File: src/rtl/sh_wdt_if.sv
// Peripheral-bus register port of the SH-2 watchdog timer (FFFFFE80-FFFFFE83).
interface sh_wdt_if;
  logic [1:0]  REG_A;
  logic [15:0] REG_DI;
  logic        REG_WE;
  logic        REG_RD;
  logic        REG_SEL;
  logic [7:0]  REG_DO;

  modport master (output REG_A, REG_DI, REG_WE, REG_RD, REG_SEL, input REG_DO);
  modport slave  (input REG_A, REG_DI, REG_WE, REG_RD, REG_SEL, output REG_DO);
endinterface

File: src/rtl/sh_wdt.sv
// SH-2 watchdog timer: WTCSR/WTCNT/RSTCSR, phi prescaler, interval IRQ and
// watchdog overflow pulse with optional internal reset request.
module sh_wdt #(
  parameter int OVF_PULSE = 128
) (
  input  logic     CLK,
  input  logic     RST_N,
  input  logic     CE_R,
  sh_wdt_if.slave  bus,
  output logic     ITI,
  output logic     WDTOVF_N,
  output logic     RES_REQ,
  output logic     RES_TYPE
);
  localparam int PW = $clog2(OVF_PULSE + 1);
  localparam logic [PW-1:0] PLAST = PW'(OVF_PULSE - 1);
  localparam logic [0:0] ST_IDLE  = 1'b0;
  localparam logic [0:0] ST_PULSE = 1'b1;

  logic        ovf_q, ovf_d, wtit_q, wtit_d, tme_q, tme_d;
  logic [2:0]  cks_q, cks_d;
  logic [7:0]  cnt_q, cnt_d;
  logic        wovf_q, wovf_d, rste_q, rste_d, rsts_q, rsts_d;
  logic [12:0] pre_q, pre_d;
  logic [0:0]  st_q, st_d;
  logic [PW-1:0] pcnt_q, pcnt_d;
  logic        res_en_q, res_en_d, rtype_q, rtype_d;

  logic       tick, wr, wr_cnt, wr_csr, wr_wclr, wr_rst, inc, ovf_ev;
  logic [7:0] key;

  always_comb begin
    case (cks_q)
      3'd0:    tick = pre_q[0];
      3'd1:    tick = &pre_q[5:0];
      3'd2:    tick = &pre_q[6:0];
      3'd3:    tick = &pre_q[7:0];
      3'd4:    tick = &pre_q[8:0];
      3'd5:    tick = &pre_q[9:0];
      3'd6:    tick = &pre_q[11:0];
      default: tick = &pre_q[12:0];
    endcase
  end

  // Keyed writes: upper byte is the protection key, anything else is dropped.
  assign key     = bus.REG_DI[15:8];
  assign wr      = bus.REG_SEL & bus.REG_WE & CE_R;
  assign wr_cnt  = wr & (bus.REG_A == 2'd0) & (key == 8'h5A);
  assign wr_csr  = wr & (bus.REG_A == 2'd0) & (key == 8'hA5);
  assign wr_wclr = wr & (bus.REG_A == 2'd2) & (key == 8'hA5) & (bus.REG_DI[7:0] == 8'h00);
  assign wr_rst  = wr & (bus.REG_A == 2'd2) & (key == 8'h5A);
  // A counter write in the tick cycle suppresses both increment and overflow.
  assign inc     = CE_R & tme_q & tick & ~wr_cnt;
  assign ovf_ev  = inc & (cnt_q == 8'hFF);

  always_comb begin
    ovf_d = ovf_q; wtit_d = wtit_q; tme_d = tme_q; cks_d = cks_q;
    cnt_d = cnt_q; wovf_d = wovf_q; rste_d = rste_q; rsts_d = rsts_q;
    pre_d = pre_q; st_d = st_q; pcnt_d = pcnt_q;
    res_en_d = res_en_q; rtype_d = rtype_q;
    if (CE_R) begin
      pre_d = pre_q + 13'd1;
      if (wr_csr && !bus.REG_DI[5]) pre_d = '0;
      if (wr_cnt)   cnt_d = bus.REG_DI[7:0];
      else if (inc) cnt_d = cnt_q + 8'd1;
      if (wr_csr) begin
        wtit_d = bus.REG_DI[6];
        tme_d  = bus.REG_DI[5];
        cks_d  = bus.REG_DI[2:0];
        if (!bus.REG_DI[7]) ovf_d = 1'b0;
      end
      if (ovf_ev && !wtit_q) ovf_d = 1'b1;
      if (wr_wclr) wovf_d = 1'b0;
      if (ovf_ev && wtit_q) wovf_d = 1'b1;
      if (wr_rst) begin
        rste_d = bus.REG_DI[6];
        rsts_d = bus.REG_DI[5];
      end
      case (st_q)
        ST_IDLE: if (ovf_ev && wtit_q) begin
          st_d     = ST_PULSE;
          pcnt_d   = '0;
          res_en_d = rste_q;
          rtype_d  = rsts_q;
        end
        default: begin
          if (pcnt_q == PLAST) st_d = ST_IDLE;
          else                 pcnt_d = pcnt_q + PW'(1);
        end
      endcase
    end
  end

  always_ff @(posedge CLK or negedge RST_N) begin
    if (!RST_N) begin
      ovf_q <= 1'b0; wtit_q <= 1'b0; tme_q <= 1'b0; cks_q <= '0;
      cnt_q <= '0; wovf_q <= 1'b0; rste_q <= 1'b0; rsts_q <= 1'b0;
      pre_q <= '0; st_q <= ST_IDLE; pcnt_q <= '0;
      res_en_q <= 1'b0; rtype_q <= 1'b0;
    end else begin
      ovf_q <= ovf_d; wtit_q <= wtit_d; tme_q <= tme_d; cks_q <= cks_d;
      cnt_q <= cnt_d; wovf_q <= wovf_d; rste_q <= rste_d; rsts_q <= rsts_d;
      pre_q <= pre_d; st_q <= st_d; pcnt_q <= pcnt_d;
      res_en_q <= res_en_d; rtype_q <= rtype_d;
    end
  end

  always_comb begin
    bus.REG_DO = 8'h00;
    if (bus.REG_SEL) begin
      case (bus.REG_A)
        2'd0:    bus.REG_DO = {ovf_q, wtit_q, tme_q, 2'b11, cks_q};
        2'd1:    bus.REG_DO = cnt_q;
        2'd2:    bus.REG_DO = 8'hFF;
        default: bus.REG_DO = {wovf_q, rste_q, rsts_q, 5'h1F};
      endcase
    end
  end

  assign ITI      = ovf_q & ~wtit_q & tme_q;
  assign WDTOVF_N = ~(st_q == ST_PULSE);
  assign RES_REQ  = (st_q == ST_PULSE) & res_en_q;
  assign RES_TYPE = rtype_q;
endmodule

File: src/flat_wrapper.sv
// flat-port wrapper written by rule: the top's interface ports become plain ports
module sh_wdt_flat 
#(
  parameter int OVF_PULSE = 128
)
  (CLK, RST_N, CE_R, ITI, WDTOVF_N, RES_REQ, RES_TYPE, bus_REG_A, bus_REG_DI, bus_REG_WE, bus_REG_RD, bus_REG_SEL, bus_REG_DO);
  sh_wdt_if bus_i ();
  input  logic CLK;
  input  logic RST_N;
  input  logic CE_R;
  output logic ITI;
  output logic WDTOVF_N;
  output logic RES_REQ;
  output logic RES_TYPE;
  input wire logic [$bits(bus_i.REG_A)-1:0] bus_REG_A;
  input wire logic [$bits(bus_i.REG_DI)-1:0] bus_REG_DI;
  input wire logic [$bits(bus_i.REG_WE)-1:0] bus_REG_WE;
  input wire logic [$bits(bus_i.REG_RD)-1:0] bus_REG_RD;
  input wire logic [$bits(bus_i.REG_SEL)-1:0] bus_REG_SEL;
  output wire logic [$bits(bus_i.REG_DO)-1:0] bus_REG_DO;
  assign bus_i.REG_A = bus_REG_A;
  assign bus_i.REG_DI = bus_REG_DI;
  assign bus_i.REG_WE = bus_REG_WE;
  assign bus_i.REG_RD = bus_REG_RD;
  assign bus_i.REG_SEL = bus_REG_SEL;
  assign bus_REG_DO = bus_i.REG_DO;
  sh_wdt #(.OVF_PULSE(OVF_PULSE)) u_core (.CLK(CLK), .RST_N(RST_N), .CE_R(CE_R), .bus(bus_i), .ITI(ITI), .WDTOVF_N(WDTOVF_N), .RES_REQ(RES_REQ), .RES_TYPE(RES_TYPE));
endmodule
File: config.mk
export PLATFORM = sky130hd
export DESIGN_NAME = sh_wdt_flat
export DESIGN_NICKNAME = d
export VERILOG_FILES = /design/src/rtl/sh_wdt_if.sv /design/src/rtl/sh_wdt.sv /design/src/flat_wrapper.sv
export SDC_FILE = /design/constraint.sdc
export NUM_CORES = 1
export LEC_CHECK = 0
export ABC_CLOCK_PERIOD_IN_PS = 2200
export BUFFER_PORTS_ARGS = -buffer_cell sky130_fd_sc_hd__buf_2
export CORE_MARGIN = 3
export CORE_UTILIZATION = 57
export CTS_CLUSTER_SIZE = 16
export DETAILED_ROUTE_END_ITERATION = 8
export PLACE_DENSITY = 0.8
export REMOVE_ABC_BUFFERS = 1
export SETUP_SLACK_MARGIN = 0.15
export SLEW_MARGIN = 30
export SYNTH_ARGS = -nofsm -noshare
export SYNTH_HDL_FRONTEND = slang
export SYNTH_SLANG_ARGS = --single-unit
File: constraint.sdc
create_clock -name CLK -period 2.2 [get_ports CLK]
set_clock_uncertainty 0.05 [all_clocks]
set_input_delay 0.55 -clock CLK [delete_from_list [all_inputs] [get_ports CLK]]
set_output_delay 0.55 -clock CLK [all_outputs]
set_load 0.01 [all_outputs]
==> flow_summary.json, run 1 <==
{
  "status": "completed",
  "cp_top_family": "buffers and inverters",
  "cpMostUsedCell": "buf_6",
  "synth-seq-cells": 41,
  "slowest_stage": "mux2_2",
  "htreeDepth": 2,
  "viasPerCell": 6.05,
  "critPathRequiredTime_ps": 1600,
  "multi_input_area_um2": 1390,
  "power_density_nw_per_um2": 595,
  "hold_path.class": "input port to async pin",
  "wl_per_cell_um": 15.8,
  "tightest_slew_ps": 512,
  "synth.yosys.seq_area_share": 0.415,
  "fmax_mhz": 501,
  "firstDrtPassIters": 5,
  "mostFrequentLayoutCell": "dfrtp_1",
  "routed-via-count": 2154,
  "yosysWarningCount": 0,
  "post_synth_inst_count": 257,
  "cts_hold_buf": 0,
  "synth.distinct_cells": 50,
  "endpoint_kind": "output pin",
  "grt_max_degree": 42,
  "worstSetupPathType": "input port to output pin",
  "drive_gt1_frac": 0.317,
  "crit_buf_inv": 3,
  "postRouteAntennaNets": 0,
  "diodes": 0,
  "cts_sinks": 41,
  "track_usage": 0.240,
  "post-route-period-util": 0.908,
  "clk_latency_ps": 300,
  "finalSetupTns_ps": 0,
  "maxCapViolations": 0,
  "ys.flop_type": "dfrtp_1",
  "n_fill_cell": 323,
  "critical_path.max_fanout": 8,
  "critPathLaunchType": "input port",
  "areaGrowthSynthToFinish_pct": 19.3,
  "die_y_um": 71.8,
  "numCtsBuffers": 5,
  "pin_count": 36,
  "layout.nets": 332,
  "worstPathCellList": "buf_6 -> buf_6 -> mux2_2 -> o21a_1 -> buf_2",
  "drtIter0Drc": 124,
  "design.core.area_um2": 4090,
  "grt_antenna_before_repair": 0,
  "drc": 0,
  "start_util": 0.604,
  "drv_slew": 0,
  "hpwl_um": 4200,
  "max-slew-margin-rel": 0.659,
  "rsz0062_at_grt": "true",
  "ys_async_sr_fraction": 1.00,
  "register_area_um2": 1030,
  "dp.cells": 344,
  "grt_pass1_wl_um": 9680,
  "cpPeakStageDelay_ps": 320,
  "vdd_drop_max_mv": 0.563,
  "setup_viol": 0,
  "clockRootBuffer": "clkbuf_8",
  "rows": 23,
  "clkTransAtPathRegs_ps": 90,
  "pre_cts_ws_ps": 70.0,
  "instances_no_fill": 356,
  "cp_data_arrival_time_ps": 1400,
  "overflow": 0,
  "die-area_um2": 5160,
  "leakage_uw": 0.00127,
  "layout_min_cycle_time_ps": 2000,
  "totalWireLength_um": 5620,
  "die_w_um": 71.8,
  "syn_area_um2": 2470,
  "cts_tree": "built",
  "cts_buffer_depth": 2,
  "avgSynthCellArea_um2": 9.61,
  "final_cell_mix": "dfrtp_1 (37), buf_2 (33), nor2_1 (30)",
  "synth-edff-count": 0,
  "routabilityCongestion": 0.851,
  "setup_slack_ps": 202,
  "finalHoldViolations": 0,
  "port_buffers": 34,
  "grt_pass1_vias": 2041
}
synthesized netlist by cell type, types with 2 or more instances:
cell,count,share of area
o2bb2ai_1,3,0.011
nand2_1,27,0.041
nor2_1,31,0.047
o221a_2,3,0.014
buf_6,2,0.0091
nand4b_1,2,0.0071
or3_1,7,0.018
o211ai_1,4,0.012
clkbuf_1,4,0.0061
nor2b_1,2,0.0051
ha_1,3,0.015
and2_1,2,0.0051
o31ai_1,3,0.0091
mux2_4,2,0.012
nand3_1,8,0.016
xor2_1,7,0.025
nand4bb_1,3,0.014
o21a_1,5,0.015
o22ai_1,2,0.0051
a31oi_1,11,0.028
dfrtp_1,41,0.42
buf_2,5,0.010
xnor2_1,5,0.018
o21ai_1,3,0.0061
nand4_1,9,0.023
or2_2,3,0.0076
inv_1,6,0.0091
or4_1,4,0.012
mux2_2,12,0.055
nand2b_1,3,0.0076
nor3_1,8,0.016
o21ai_0,9,0.018
per-stage QoR:
stage	area (um^2)	util	total power, uW	hold slack, ps
final	2950	0.721	1750	247
after global routing	2950	0.721	1850	271
after CTS	2890	0.706	1740	259
after detailed placement	2760	0.675	1120	440
after global placement	2760	0.675	1110	441
after floorplan	2410	-	1010	204
timing repair:
item	in CTS	in global routing
gates cloned	0	0
resized for setup	2	10
setup endpoints to repair	10	19
pin swaps	0	1
setup buffers	1	3
where the power goes:
group / total, uW / switching [uW] / internal (uW)
clock network: 611 / 272 / 340
logic: 255 / 133 / 122
registers: 885 / 77.1 / 808
per-layer routing:
layer	wire, um	global-route usage
met2	2650	0.386
met4	85	0.0668
met3	255	0.0505
met1	2630	0.329
met5	0	0
area by class of cell:
cell class,instances,area share
Inverter,6,0.00765
Multi-Input combinational cell,199,0.471
Clock buffer,5,0.0234
Timing Repair Buffer,52,0.111
Clock inverter,3,0.0157
Tap cell,50,0.0212
Sequential cell,41,0.350
cell families (layout without fill, tap and decap cells):
group	Yosys count	after routing	synth area share
AO/OA/AOI/OAI	49	49	0.144
XOR/XNOR	12	12	0.0426
adder cells (fa/ha/maj)	3	3	0.0152
buffers and inverters	17	66	0.0344
flip-flops	41	41	0.415
multiplexers	15	15	0.0709
AND/OR/NAND/NOR	120	120	0.278
state kept, by name (all words and copies together), names as in the netlist:
register	count
u_core.pre_q	13
u_core.res_en_q	1
u_core.st_q	1
u_core.pcnt_q	8
u_core.wovf_q	1
u_core.tme_q	1
u_core.cks_q	3
u_core.rsts_q	1
u_core.cnt_q	8
u_core.RES_TYPE	1
u_core.rste_q	1
u_core.ovf_q	1
u_core.wtit_q	1
path summary, 6_finish.rpt:
| path | start | endpoint | slack, ps | cells past startpoint |
|---|---|---|---|---|
| worst min-delay path | RST_N | u_core.RES_TYPE | 250 | 2 |
| worst min register to register | u_core.wovf_q | u_core.wovf_q | 460 | 1 |
| min in group CLK | u_core.wovf_q | u_core.wovf_q | 460 | 1 |
| worst max-delay path | bus_REG_A[0] | bus_REG_DO[1] | 200 | 5 |
| max in group asynchronous | RST_N | u_core.pre_q[8] | 1460 | 2 |
| worst max register to register | u_core.pre_q[0] | u_core.cnt_q[3] | 250 | 7 |
No activity file was read; power rests on OpenSTA's default activity.
==> inputs of run 2 (changes only) <==
- ABC_CLOCK_PERIOD_IN_PS: 2200 -> 1900
- clock period: 2.2 -> 1.9 ns (I/O delays scaled with it)
==> run 2 against run 1 <==
Register-to-register slack lost 260 ps. Worst hold slack worse by 72 ps. Combinational power is 88% higher. Final cell count up 12%. The run now ends with negative setup slack left. Die area stayed put. Power is 34% higher.
==> flow_summary.json, run 2 (synthesis results as in run 1) <==
{
  "status": "complete, but fails checks",
  "failed_checks": "negative setup slack",
  "die_w_um": 71.8,
  "cts_sinks": 41,
  "grt_pass1_wl_um": 11700,
  "port_buffers": 34,
  "leakage_uw": 0.00157,
  "rows": 23,
  "grt_antenna_before_repair": 0,
  "utilization": 0.860,
  "worstPathCellList": "buf_8 -> buf_12 -> mux2_4 -> o221a_4 -> buf_6",
  "n_fill_cell": 197,
  "diodes": 0,
  "critPathRequiredTime_ps": 1370,
  "regMostFlops": "u_core.pre_q",
  "instances_no_fill": 400,
  "postRouteAntennaNets": 0,
  "tightest_slew_ps": 541,
  "maxCapViolations": 0,
  "finalHoldViolations": 0,
  "track_usage": 0.287,
  "critPathLaunchType": "input port",
  "viasPerCell": 6.16,
  "grt_pass1_vias": 2557,
  "hold_path.class": "input port to async pin",
  "start_util": 0.604,
  "pin_count": 36,
  "grt_max_degree": 42,
  "drv_slew": 0,
  "r2r-end": "u_core.cnt_q[5]",
  "vdd_drop_max_mv": 0.566,
  "hpwl_um": 4420,
  "overflow": 0,
  "numCtsBuffers": 5,
  "cts_hold_buf": 0,
  "routed-via-count": 2465,
  "design.core.area_um2": 4090,
  "r2r_cells": 6,
  "drc": 0,
  "areaGrowthSynthToFinish_pct": 42.4,
  "critical_path.max_fanout": 5,
  "power_density_nw_per_um2": 666,
  "largest_register_ffs": 13,
  "routabilityCongestion": 0.847,
  "post-route-period-util": 1.01,
  "cts_buffer_depth": 2,
  "ff2ff_setup_slack_ps": -10,
  "totalWireLength_um": 7680,
  "cts_tree": "built",
  "reg2reg_from": "u_core.pre_q[1]",
  "layout_min_cycle_time_ps": 1910,
  "cp_data_arrival_time_ps": 1390,
  "die_y_um": 71.8,
  "layout.nets": 376,
  "reg_top3": "u_core.pre_q: 13 flops, u_core.cnt_q: 8 flops, u_core.pcnt_q: 8 flops",
  "slowest_stage": "mux2_4",
  "mostFrequentLayoutCell": "buf_4",
  "setup_viol": 2,
  "max-slew-margin-rel": 0.636,
  "dp.cells": 363,
  "fin_area_um2": 3520,
  "endpoint_kind": "output pin",
  "placed_area_um2": 2930,
  "clk_latency_ps": 300,
  "worstSetupPathType": "input port to output pin",
  "setup_slack_ps": -14.2,
  "wl_per_cell_um": 19.2,
  "clkTransAtPathRegs_ps": 80,
  "htreeDepth": 2,
  "rsz0062_at_grt": "true",
  "clockRootBuffer": "clkbuf_8",
  "die-area_um2": 5160,
  "drtIter0Drc": 216,
  "cpPeakStageDelay_ps": 300,
  "firstDrtPassIters": 4,
  "fmax_mhz": 522,
  "final_cell_mix": "buf_4 (54), dfrtp_1 (35), buf_2 (30)",
  "drive_gt1_frac": 0.443
}
## run 2: layout make-up
class                           count  area, um^2  area share
Multi-Input combinational cell    199        1540       0.439
Sequential cell                    41        1030       0.294
Timing Repair Buffer               96         721       0.205
Clock buffer                        5        68.8      0.0196
Clock inverter                      3        65.1      0.0185
Tap cell                           50        62.6      0.0178
Inverter                            6        22.5     0.00641
## run 2: how the worst max path moves through the flow
stage                          from              end  slack, ps  cells after the start
finish                 bus_REG_A[0]    bus_REG_DO[6]        -10                      5
global route        u_core.pre_q[1]  u_core.cnt_q[7]       -120                      6
CTS                    bus_REG_A[0]    bus_REG_DO[6]         20                      5
detailed placement    bus_REG_DI[9]  u_core.cks_q[1]       -160                      5
global placement      bus_REG_DI[9]  u_core.cks_q[2]       -120                      5
floorplan             bus_REG_DI[9]  u_core.pre_q[0]       -150                      5
## run 2: metrics by stage
step / setup WS [ps] / total power (uW) / hold slack [ps] / TNS, ps
3_3_place_gp: -115 / 1360 / 443 / -1660
4_1_cts: 15.7 / 2260 / 207 / 0
5_1_grt: -121 / 2430 / 218 / -741
6_report: -14.2 / 2340 / 175 / -23.0
3_5_place_dp: -164 / 1380 / 442 / -2660
2_1_floorplan: -149 / 1180 / 129 / -936
## run 2: critical path, delay by kind of cell
family,cells,cell delay [ps]
buffers and inverters,3,360
AO/OA/AOI/OAI,1,260
multiplexers,1,300
## run 2: power by group
group,switching (uW),internal (uW),leakage [uW],total [uW]
Combinational,229,250,0.000954,479
Clock,321,522,0.0000681,843
Sequential,80.6,938,0.000546,1020
## run 2: timing repair
action,4_1_cts,5_1_grt
resized for setup,31,23
cloned,0,1
setup buffers,18,10
pin swaps,22,12
setup endpoints to repair,29,37
## run 2: layer usage
layer	global-route usage	vias to the layer above	share of wire
met5	0	-	0
met4	0.0877	0	0.025
met3	0.0561	18	0.058
met2	0.509	95	0.53
met1	0.350	1223	0.38
li1	-	1129	-
